[config.mk]
export PLATFORM = sky130hd
export DESIGN_NAME = cmp_slice_seq_ctrl
export DESIGN_NICKNAME = d
export VERILOG_FILES = /design/src/rtl/cmp_slice_seq_ctrl.sv
export SDC_FILE = /design/constraint.sdc
export NUM_CORES = 1
export LEC_CHECK = 0
export ABC_AREA = 1
export ABC_CLOCK_PERIOD_IN_PS = 1700
export BUFFER_PORTS_ARGS = -buffer_cell sky130_fd_sc_hd__buf_2
export CORE_MARGIN = 5
export CORE_UTILIZATION = 40
export CTS_CLUSTER_DIAMETER = 80
export DETAILED_ROUTE_END_ITERATION = 7
export GPL_ROUTABILITY_DRIVEN = 0
export PLACE_DENSITY_LB_ADDON = 0.08
export SLEW_MARGIN = 20
export SYNTH_ARGS = -nofsm -noshare
export SYNTH_HDL_FRONTEND = slang
export SYNTH_SLANG_ARGS = --single-unit
[constraint.sdc]
create_clock -name clk -period 1.7 [get_ports clk]
set_input_delay 0 -clock clk [delete_from_list [all_inputs] [get_ports clk]]
set_output_delay 0 -clock clk [all_outputs]
set_load 0.01 [all_outputs]
[src/rtl/cmp_slice_seq_ctrl.sv]
// Sequencer that walks two WIDTH-bit operands through a shared 2-bit equality comparator,
// MSB slice first. Optional CMP_EARLY_EXIT_EN ends the run on the first unequal slice.
module cmp_slice_seq_ctrl #(
    parameter int WIDTH = 8,
    parameter int CNT_W = 3
) (
    input  logic             clk,
    input  logic             rst,
    input  logic             start_valid,
    output logic             start_ready,
    input  logic [WIDTH-1:0] op_a,
    input  logic [WIDTH-1:0] op_b,
    output logic             cmp_in1,
    output logic             cmp_in2,
    output logic             cmp_in3,
    output logic             cmp_in4,
    input  logic             cmp_out1,
    output logic             busy,
    output logic             res_valid,
    input  logic             res_ready,
    output logic             res_eq,
    output logic [CNT_W-1:0] res_cycles
);

    localparam int NSLICE = WIDTH / 2;
    localparam int IDX_W  = (NSLICE > 1) ? $clog2(NSLICE) : 1;

    typedef enum logic [1:0] {
        S_IDLE,
        S_RUN,
        S_DONE
    } state_t;

    state_t           state_q, state_d;
    logic [IDX_W-1:0] idx_q, idx_d;
    logic [WIDTH-1:0] a_q, a_d;
    logic [WIDTH-1:0] b_q, b_d;
    logic             eq_acc_q, eq_acc_d;
    logic             res_eq_q, res_eq_d;
    logic [CNT_W-1:0] res_cycles_q, res_cycles_d;
    logic             last_slice;
    logic [1:0]       a_sl, b_sl;

    // Slice select uses constant part-selects so the index never widens.
    always_comb begin
        a_sl = 2'b00;
        b_sl = 2'b00;
        for (int i = 0; i < NSLICE; i++) begin
            if (idx_q == IDX_W'(i)) begin
                a_sl = a_q[2*i +: 2];
                b_sl = b_q[2*i +: 2];
            end
        end
    end

    always_comb begin
        state_d      = state_q;
        idx_d        = idx_q;
        a_d          = a_q;
        b_d          = b_q;
        eq_acc_d     = eq_acc_q;
        res_eq_d     = res_eq_q;
        res_cycles_d = res_cycles_q;
        last_slice   = 1'b0;
        case (state_q)
            S_IDLE: begin
                if (start_valid) begin
                    a_d          = op_a;
                    b_d          = op_b;
                    idx_d        = IDX_W'(NSLICE - 1);
                    eq_acc_d     = 1'b1;
                    res_cycles_d = '0;
                    state_d      = S_RUN;
                end
            end
            S_RUN: begin
                eq_acc_d     = eq_acc_q & cmp_out1;
                res_cycles_d = res_cycles_q + CNT_W'(1);
                last_slice   = (idx_q == '0);
`ifdef CMP_EARLY_EXIT_EN
                if (!cmp_out1) last_slice = 1'b1;
`endif
                if (last_slice) begin
                    res_eq_d = eq_acc_d;
                    state_d  = S_DONE;
                end else begin
                    idx_d = idx_q - IDX_W'(1);
                end
            end
            S_DONE: begin
                if (res_ready) state_d = S_IDLE;
            end
            default: state_d = S_IDLE;
        endcase
    end

    always_ff @(posedge clk) begin
        if (rst) begin
            state_q      <= S_IDLE;
            idx_q        <= '0;
            eq_acc_q     <= 1'b1;
            res_eq_q     <= 1'b0;
            res_cycles_q <= '0;
        end else begin
            state_q      <= state_d;
            idx_q        <= idx_d;
            eq_acc_q     <= eq_acc_d;
            res_eq_q     <= res_eq_d;
            res_cycles_q <= res_cycles_d;
        end
    end

    // Operand holding registers carry data only and need no reset.
    always_ff @(posedge clk) begin
        a_q <= a_d;
        b_q <= b_d;
    end

    assign start_ready = (state_q == S_IDLE);
    assign busy        = (state_q != S_IDLE);
    assign res_valid   = (state_q == S_DONE);
    assign res_eq      = res_eq_q;
    assign res_cycles  = res_cycles_q;
    assign cmp_in1     = (state_q == S_RUN) & a_sl[1];
    assign cmp_in2     = (state_q == S_RUN) & a_sl[0];
    assign cmp_in3     = (state_q == S_RUN) & b_sl[1];
    assign cmp_in4     = (state_q == S_RUN) & b_sl[0];

endmodule

==> run metrics, run 1 <==
outcome finished, final reports clean; setup TNS 0 ps; max_cap viols 0; remaining antenna violation count after routing 0; clock share of power 20.9%; WP buf/inv 3; Syn Inst Count 120; final number of hold-violating endpoints 0; clock period minus worst slack 1561 ps; syn avg cell area 9.228 µm²; slowest stage cell, crit path dfxtp_2; Reg power frac 57.1%; Wirelength per Cell 11.57 µm; maximum vdd drop 0.4954 mV; WP data arrival about 1600 ps; delay of the slowest critical-path stage roughly 390 ps; Post-Place Cells around 180; Top FF cell, synth edfxtp_1; total number of vias ~930; switching part of the total 28.05%; worst slack, placed 376.7 ps; sequential element share of the synthesized area 59.66%; Worst Path Required 1700 ps; Netlist cell types 14; post-synthesis cell area 0.001107 mm²; 1st-pass router iterations 4; Area growth syn-to-layout 38.42%; DIE HEIGHT 62.62 µm; final core utilization between 50% and 60%; DRC 0; delay-heaviest family, CP flip-flops; n_diodes 0; Most Frequent Cell on Critical Path inv_1; Slew Limit Fails 0; H-tree Lvls 1; Tcrit/Tclk final 91.83%; final setup margin roughly 140 ps; unrepaired setup endpoints after global routing no; synth top area cells edfxtp_1 43%, dfxtp_1 16%, nand2_1 9.5%; f_max between 0.6 and 0.7 GHz; Final Skew 3.778 ps; CTS max path bufs 2; FF+latch count, synth 25; global-route wire length before repair 3912 µm; Post-synth EDFFs 16; Post-CTS Setup Bufs 0; GRT Util Overall 12.35%; Ports 32; Root Buffer Master clkbuf_4; input/output buffers 31; Die Area between 0.003 and 0.004 mm²; CP Max Fanout 5; TritonCTS Buffers 3; Syn Nets 146; # nets final just over 200; Setup-failing EPs final 0; routed wire length approximately 2400 µm; P_sw 357.9 µW; largest net degree at the start of global routing 17; yosys warns 0; fillers 275; Rows 19; top cell type by total area after synthesis edfxtp_1; share of flip-flops with an asynchronous set or reset 0%; total design power between 1 and 1.5 mW; critical path launch point type flip-flop; worst path cell trace inv_1, ha_1, inv_1, nand3_1, a21oi_1, buf_2; power per cell area 832.2 mW/mm²; layout cells sized above 1 22.86%; critical path type reg -> out; clock-pin slew on the worst setup and hold paths 140 ps; placed cell areas around 0.0013 mm²; Worst Tran Pin Value between 200 and 300 ps; CTS tree done; DR iter-0 viols 30; Die Width 62.62 µm; combinational share of power 22.0%; initial core utilization around 41%; fin area between 0.0015 and 0.002 mm²; share of the synthesized area in the top cell type 43.39%; CTS sink count 25; Internal 917.7 µW; CP endpoint kind output pin; Non-Filler Instances 206; grt total ovfl 0; initial antenna violation count 0; CORE AREA between 0.002 and 0.003 mm²; Slew headroom 83.07%; Hold Slack approximately 380 ps; Static Leak between 0.7 and 0.8 nW; DP HPWL 1757 µm; number of global-route vias before repair 944; worst min-delay path class in -> reg; post-DR vias/cell around 4.5; Skew-Pair Late Insertion Delay between 300 and 400 ps
==> power by group through the flow <==
stage | sequential, mW | combinational (mW) | clock [mW]
2_1_floorplan | 0.738 | 0.159 | 0
3_3_place_gp | 0.740 | 0.240 | 0
3_5_place_dp | 0.742 | 0.247 | 0
4_1_cts | 0.728 | 0.283 | 0.277
5_1_grt | 0.735 | 0.319 | 0.290
6_report | 0.729 | 0.281 | 0.266
==> cell families (layout without fill, tap and decap cells) <==
kind of cell / after synthesis / count (layout) / synth area share, %
compound gates: 17 / 17 / 7.683
buf+inv: 23 / 78 / 8.475
flops: 25 / 25 / 59.66
simple gates: 50 / 50 / 18.53
fa+ha+maj: 5 / 5 / 5.650
==> worst paths after layout <==
check / to / startpoint / slack (ps) / cells past startpoint
hold reg to reg: res_cycles[1]$_SDFFE_PP0P_ / res_cycles[1]$_SDFFE_PP0P_ / 510 / 2
setup reg to reg: b_q[2]$_DFFE_PP_ / state_q[0]$_SDFFE_PP0P_ / 390 / 4
hold / removal: b_q[7]$_DFFE_PP_ / op_b[7] / 380 / 2
setup / recovery: cmp_in2 / idx_q[0]$_SDFFE_PP0P_ / 140 / 6
==> cells in the mapped netlist (5+ instances only) <==
library cell	number
nand2_1	28
inv_1	21
edfxtp_1	16
a21oi_1	11
nor2_1	11
dfxtp_1	9
nand3_1	8
o21ai_0	6
ha_1	5
==> flip-flops by register name, indices dropped and copies added, names as in the netlist <==
signal and count:
b_q 8, a_q 8, idx_q 2, res_cycles 3, eq_acc_q 1, state_q 2
res_eq 1
==> cell usage in the layout, fill, tap and decap left out <==
master         count
a21oi_1           11
buf_2             31
buf_4              1
clkbuf_1           1
clkbuf_4           3
dfxtp_1            8
dfxtp_2            1
dlygate4sd3_1     20
edfxtp_1          16
ha_1               4
ha_2               1
inv_1             21
inv_2              1
nand2_1           28
nand2_2            1
nand3_1            8
nand4_1            1
nor2_1            11
nor2_4             1
o21ai_0            6
==> area by class of cell <==
type	count	area (µm²)	share of cell area, %
Sequential cell	25	661.9	43.18
Timing Repair Buffer	52	362.8	23.67
Multi-Input combinational cell	72	360.3	23.51
Inverter	22	82.58	5.388
Tap cell	31	38.79	2.531
Clock buffer	4	26.28	1.714
==> routing by layer <==
layer  vias up  share of wire (%)  track usage [%]
met4         0                1.1            3.979
met1       419                 44            14.30
met5         -                  0                0
li1        493                  -                -
met2        15                 51            22.15
met3         4                3.6            2.878
==> what timing repair did <==
item                                    in CTS  in global routing
resized for setup                            0                  3
endpoints found under the setup margin       0                  4
hold buffers                                20                  0
hold endpoints to repair                    20                  0
Power figures use the tool's default switching activity.
==> inputs of run 2 (changes only) <==
==> constraint.sdc (replaced) <==
create_clock -name clk -period 1.7 [get_ports clk]
set_input_delay 0.085 -clock clk [delete_from_list [all_inputs] [get_ports clk]]
set_output_delay 0.085 -clock clk [all_outputs]
set_load 0.01 [all_outputs]
==> run 2 against run 1 <==
  * Core utilization is 0.51 points higher
  * First-iteration DRC count is 33% higher
  * Sequential share of layout area is 0.22 points lower
  * Critical path depth stayed put
  * Maximum frequency is 0.40% lower
  * Clock power is 2% lower
  * Via count is 1.8% higher
  * Worst setup slack worse by 6.3 ps
==> run metrics, run 2 (synthesis results as in run 1) <==
remaining antenna violation count after routing 0 (unchanged); Wirelength per Cell 10.73 µm (was 11.57 µm); hold path startpoint cmp_out1 (was op_b[7]); WP data arrival 1480 ps (was 1560 ps); CTS max path bufs 2 (unchanged); Setup-failing EPs final 0 (unchanged); Slew Limit Fails 0 (unchanged); Rows 19 (unchanged); Final Skew 1.069 ps (was 3.778 ps); Reg power frac 57.1% (about the same); combinational share of power 22.7% (was 22.0%); Worst R2R End b_q[1]$_DFFE_PP_ (was b_q[2]$_DFFE_PP_); maximum vdd drop 0.4776 mV (was 0.4954 mV); DR iter-0 viols 40 (was 30); number of global-route vias before repair 859 (was 944); Tcrit/Tclk final 92.20% (was 91.83%); Worst Tran Pin Value 277.9 ps (was 251.3 ps); setup TNS 0 ps (unchanged); H-tree Lvls 1 (unchanged); CP endpoint kind output pin (unchanged); TritonCTS Buffers 3 (unchanged); clock period minus worst slack 1567 ps (was 1561 ps); CP Max Fanout 5 (unchanged); Static Leak 0.7266 nW (was 0.7293 nW); layout cells sized above 1 27.01% (was 22.86%); area of the multi-input gates 382.9 µm² (was 360.3 µm²); sequential cell area 664.4 µm² (was 661.9 µm²); worst min-delay path class in -> reg (unchanged); hold depth 5 (was 2); Root Buffer Master clkbuf_4 (unchanged); clock share of power 20.3% (was 20.9%); CTS sink count 25 (unchanged); Post-CTS Setup Bufs 0 (unchanged); P_sw 356.5 µW (was 357.9 µW); grt total ovfl 0 (unchanged); global-route wire length before repair 3588 µm (was 3912 µm); Hold Path End eq_acc_q$_SDFFE_PP1P_ (was b_q[7]$_DFFE_PP_); Reg2Reg Depth 4 (unchanged); initial core utilization 40.86% (unchanged); routed wire length 2200 µm (was 2384 µm); DRC 0 (unchanged); CORE AREA 0.002710 mm² (unchanged); most common cell after layout, fill and taps aside buf_2 (unchanged); post-DR vias/cell 4.624 (was 4.519); fillers 248 (was 275); commonest cells after routing, fill and taps aside 31 x buf_2, 28 x nand2_1, 19 x inv_1 (was 31 x buf_2, 28 x nand2_1, 21 x inv_1); critical path launch point type flip-flop (unchanged); Die Width 62.62 µm (unchanged); DIE HEIGHT 62.62 µm (unchanged); met2 routed WL 1129 µm (was 1211 µm); fin area 0.001546 mm² (was 0.001533 mm²); largest net degree at the start of global routing 17 (unchanged); placed cell areas 0.001305 mm² (was 0.001297 mm²); Internal 924.3 µW (was 917.7 µW); Top Metal Used met4 (unchanged); Reg-to-Reg Start state_q[0]$_SDFFE_PP0P_ (unchanged); CTS tree done (unchanged); # nets final 201 (was 202); met3 wire length 80 µm (was 86 µm); register-to-register setup slack 430 ps (was 390 ps); 1st-pass router iterations 4 (unchanged); outcome finished, final reports clean (unchanged); input/output buffers 31 (unchanged); max_cap viols 0 (unchanged); DP HPWL 1597 µm (was 1757 µm); Slew headroom 81.45% (was 83.07%); Area growth syn-to-layout 39.66% (was 38.42%); n_diodes 0 (unchanged); Ports 32 (unchanged); switching part of the total 27.83% (was 28.05%); Hold Slack 67.31 ps (was 380.9 ps); final number of hold-violating endpoints 0 (unchanged); Worst Path Required 1620 ps (was 1700 ps); Skew-Pair Late Insertion Delay 310 ps (about the same); Die Area 0.003921 mm² (unchanged); critical path type reg -> out (unchanged); total number of vias 948 (was 931); initial antenna violation count 0 (unchanged); f_max 0.6380 GHz (was 0.6406 GHz); met1 wire length 952 µm (was 1059 µm); GRT Util Overall 11.44% (was 12.35%); unrepaired setup endpoints after global routing yes (was no); power per cell area 828.2 mW/mm² (was 832.2 mW/mm²); clock-pin slew on the worst setup and hold paths 130 ps (was 140 ps)
## run 2: cell types whose count changed in the layout (fill, tap and decap cells not counted), moves of 2 or more
cell	change
inv_1	-2
ha_4	+2
dlygate4sd3_1	-2
ha_1	-3
inv_2	+2
## run 2: per-layer routing
metal / GRT usage, % / vias to the layer above
met5: 0 / -
li1: - / 493
met4: 4.775 / 0
met3: 2.698 / 4
met2: 19.69 / 20
met1: 13.50 / 431
## run 2: worst max path at each step
| stage | startpoint | end | slack [ps] | cells after the start |
|---|---|---|---|---|
| floorplan | state_q[0]$_SDFFE_PP0P_ | a_q[0]$_DFFE_PP_ | 250 | 3 |
| global placement | idx_q[0]$_SDFFE_PP0P_ | cmp_in4 | 380 | 6 |
| detailed placement | idx_q[0]$_SDFFE_PP0P_ | cmp_in3 | 380 | 6 |
| CTS | idx_q[1]$_SDFFE_PP0P_ | cmp_in2 | 40 | 7 |
| global route | idx_q[0]$_SDFFE_PP0P_ | cmp_in4 | -4 | 6 |
| finish | idx_q[0]$_SDFFE_PP0P_ | cmp_in3 | 130 | 6 |
## run 2: critical path: stages, from the launching register on
cell and delay [ps]:
dfxtp_4 410, inv_1 90, ha_2 220, inv_2 80, nand3_1 80, a21oi_1 130
buf_2 160
## run 2: power groups by stage
stage | Clock, mW | Combinational, mW | Sequential (mW)
6_report | 0.260 | 0.290 | 0.731
5_1_grt | 0.299 | 0.331 | 0.738
4_1_cts | 0.280 | 0.277 | 0.728
3_5_place_dp | 0 | 0.245 | 0.742
3_3_place_gp | 0 | 0.244 | 0.740
2_1_floorplan | 0 | 0.159 | 0.738
## run 2: stage by stage
stage	utilization [%]	std cells	setup WS [ps]	total power, mW
final	57.06	205	132.6	1.281
after global routing	57.06	205	-3.762	1.368
after detailed placement	48.15	183	376.6	0.9864
after CTS	55.86	205	42.81	1.286
after global placement	48.15	183	384.7	0.9841
after floorplan	-	120	246.0	0.8976
## run 2: cell type report
| cell class | count | share of cell area [%] |
|---|---|---|
| Timing Repair Buffer | 51 | 22.65 |
| Clock inverter | 1 | 0.3236 |
| Inverter | 22 | 5.340 |
| Clock buffer | 3 | 1.456 |
| Sequential cell | 25 | 42.96 |
| Multi-Input combinational cell | 72 | 24.76 |
| Tap cell | 31 | 2.508 |
## run 2: what timing repair did
action	CTS	global route
hold endpoints to repair	19	0
hold buffers	18	0
resized for setup	1	9
endpoints found under the setup margin	1	4
==> inputs of run 3 (changes only) <==
CORE_UTILIZATION = 45   (was 40)
==> run 3 against run 2 <==
  * Register-to-register slack got worse by 70 ps
  * Routed wire length increased by 9.2%
  * Clock skew increased by 7.3 ps
  * Via count decreased by 0.84%
  * Clock power about the same
  * First-iteration DRC count decreased by 43%
  * Total power increased by 0.60%
  * Core utilization increased by 6.8 points
  * Combinational power increased by 3%
  * Largest cell class unchanged
==> run metrics, run 3 (synthesis results as in run 1) <==
register-to-register setup slack 360 ps (was 430 ps); sequential cell area 664.4 µm² (unchanged); WP data arrival 1510 ps (was 1480 ps); Ports 32 (unchanged); DP HPWL 1654 µm (was 1597 µm); area of the multi-input gates 385.4 µm² (was 382.9 µm²); TritonCTS Buffers 3 (unchanged); DRC 0 (unchanged); WP buf/inv 3 (unchanged); Slew headroom 82.04% (was 81.45%); Worst R2R End b_q[6]$_DFFE_PP_ (was b_q[1]$_DFFE_PP_); critical path type reg -> out (unchanged); CP Max Fanout 5 (unchanged); Area growth syn-to-layout 38.98% (was 39.66%); Wirelength per Cell 11.84 µm (was 10.73 µm); delay of the slowest critical-path stage 400 ps (was 410 ps); final setup margin 109.3 ps (was 132.6 ps); Hold Path End eq_acc_q$_SDFFE_PP1P_ (unchanged); routed wire length 2403 µm (was 2200 µm); CTS max path bufs 2 (unchanged); Worst Setup SP idx_q[0]$_SDFFE_PP0P_ (unchanged); hold path startpoint cmp_out1 (unchanged); Worst Tran Pin Value 266.6 ps (was 277.9 ps); layout cells sized above 1 25.43% (was 27.01%); critical path launch point type flip-flop (unchanged); power per cell area 837.3 mW/mm² (was 828.2 mW/mm²); Skew-Pair Late Insertion Delay 310 ps (about the same); Static Leak 0.7215 nW (was 0.7266 nW); Rows 18 (was 19); total number of vias 940 (was 948); most common cell after layout, fill and taps aside buf_2 (unchanged); fillers 213 (was 248); Reg2Reg Depth 4 (unchanged); worst path cell trace inv_1, ha_2, inv_2, nand3_1, a21oi_1, buf_2 (unchanged); H-tree Lvls 1 (unchanged); Die Area 0.003553 mm² (was 0.003921 mm²); f_max 0.6286 GHz (was 0.6380 GHz); global-route wire length before repair 4050 µm (was 3588 µm); DR iter-0 viols 23 (was 40); DIE HEIGHT 59.61 µm (was 62.62 µm); clock-pin slew on the worst setup and hold paths 130 ps (about the same); Final Skew 8.333 ps (was 1.069 ps); fin area 0.001539 mm² (was 0.001546 mm²); clock period minus worst slack 1591 ps (was 1567 ps); 1st-pass router iterations 4 (unchanged); max_cap viols 0 (unchanged); input/output buffers 31 (unchanged); GRT Util Overall 14.90% (was 11.44%); CTS sink count 25 (unchanged); final number of hold-violating endpoints 0 (unchanged); initial antenna violation count 0 (unchanged); placed cell areas 0.001296 mm² (was 0.001305 mm²); grt total ovfl 0 (unchanged); commonest cells after routing, fill and taps aside 31 x buf_2, 28 x nand2_1, 19 x inv_1 (unchanged); CP endpoint kind output pin (unchanged); largest net degree at the start of global routing 17 (unchanged); delay-heaviest family, CP flip-flops (unchanged); slowest stage cell, crit path dfxtp_4 (unchanged); worst min-delay path class in -> reg (unchanged); Die Width 59.61 µm (was 62.62 µm); Root Buffer Master clkbuf_4 (unchanged); Slew Limit Fails 0 (unchanged); CORE AREA 0.002410 mm² (was 0.002710 mm²); Tcrit/Tclk final 93.57% (was 92.20%); initial core utilization 45.95% (was 40.86%); # nets final 200 (was 201); number of global-route vias before repair 963 (was 859); worst slack, placed 349.5 ps (was 376.6 ps); outcome finished, final reports clean (unchanged); setup TNS 0 ps (unchanged); remaining antenna violation count after routing 0 (unchanged); Setup-failing EPs final 0 (unchanged); maximum vdd drop 0.5022 mV (was 0.4776 mV); n_diodes 0 (unchanged); Reg-to-Reg Start state_q[0]$_SDFFE_PP0P_ (unchanged); post-DR vias/cell 4.631 (was 4.624); CTS tree done (unchanged); Worst Path Required 1620 ps (about the same); hold depth 5 (unchanged)
==> run 3: changes by cell type in the layout (fill, tap and decap cells not counted), sizes merged <==
cell	previous run	this run
buf	33	32
clkinv	1	0
clkbuf	3	4
==> run 3: how the worst max path moves through the flow <==
stage | to | cells after the start
detailed placement | cmp_in3 | 6
floorplan | a_q[0]$_DFFE_PP_ | 3
finish | cmp_in3 | 6
global route | cmp_in1 | 5
CTS | cmp_in1 | 5
global placement | cmp_in2 | 6
==> run 3: metal layers <==
metal / vias to the layer above / wire length, µm / global-route usage [%]
met1: 425 / 1097 / 20.58
met2: 21 / 1146 / 23.56
met3: 4 / 126 / 2.614
li1: 490 / - / -
met4: 0 / 32 / 5.063
met5: - / 0 / 0
==> run 3: metrics by stage <==
| stage | std cells | util, % | hold slack, ps | power (mW) |
|---|---|---|---|---|
| after detailed placement | 181 | 53.79 | 263.1 | 0.9864 |
| after global placement | 181 | 53.79 | 260.9 | 0.9799 |
| final | 203 | 63.86 | 86.64 | 1.289 |
| after global routing | 203 | 63.86 | 78.27 | 1.379 |
| after CTS | 203 | 62.41 | 71.39 | 1.274 |
| after floorplan | 120 | - | 154.1 | 0.8976 |
==> run 3: power breakdown <==
group,switching [mW],leakage (nW),internal [mW],total [mW]
Clock,0.168,0.0150,0.0916,0.259
Sequential,0.0289,0.228,0.702,0.731
Combinational,0.165,0.479,0.133,0.298
==> run 3: area by class of cell <==
type,instances,area share (%)
multi-input combinational,72,25.04
clock buffer,4,1.707
timing repair buffer,50,22.28
tap,30,2.439
sequential,25,43.17
inverter,22,5.366
==> run 3: tightest hold or removal path: stages <==
cell	delay, ps
buf_2	70
nand2_1	60
nand2_1	60
nand2_1	50
nand2_1	50
==> run 3: repair_timing <==
| item | 4_1_cts | 5_1_grt |
|---|---|---|
| setup endpoints to repair | 2 | 4 |
| setup buffers | 0 | 0 |
| gates resized for setup | 1 | 9 |
| hold buffers | 18 | 0 |
| hold endpoints to repair | 19 | 0 |
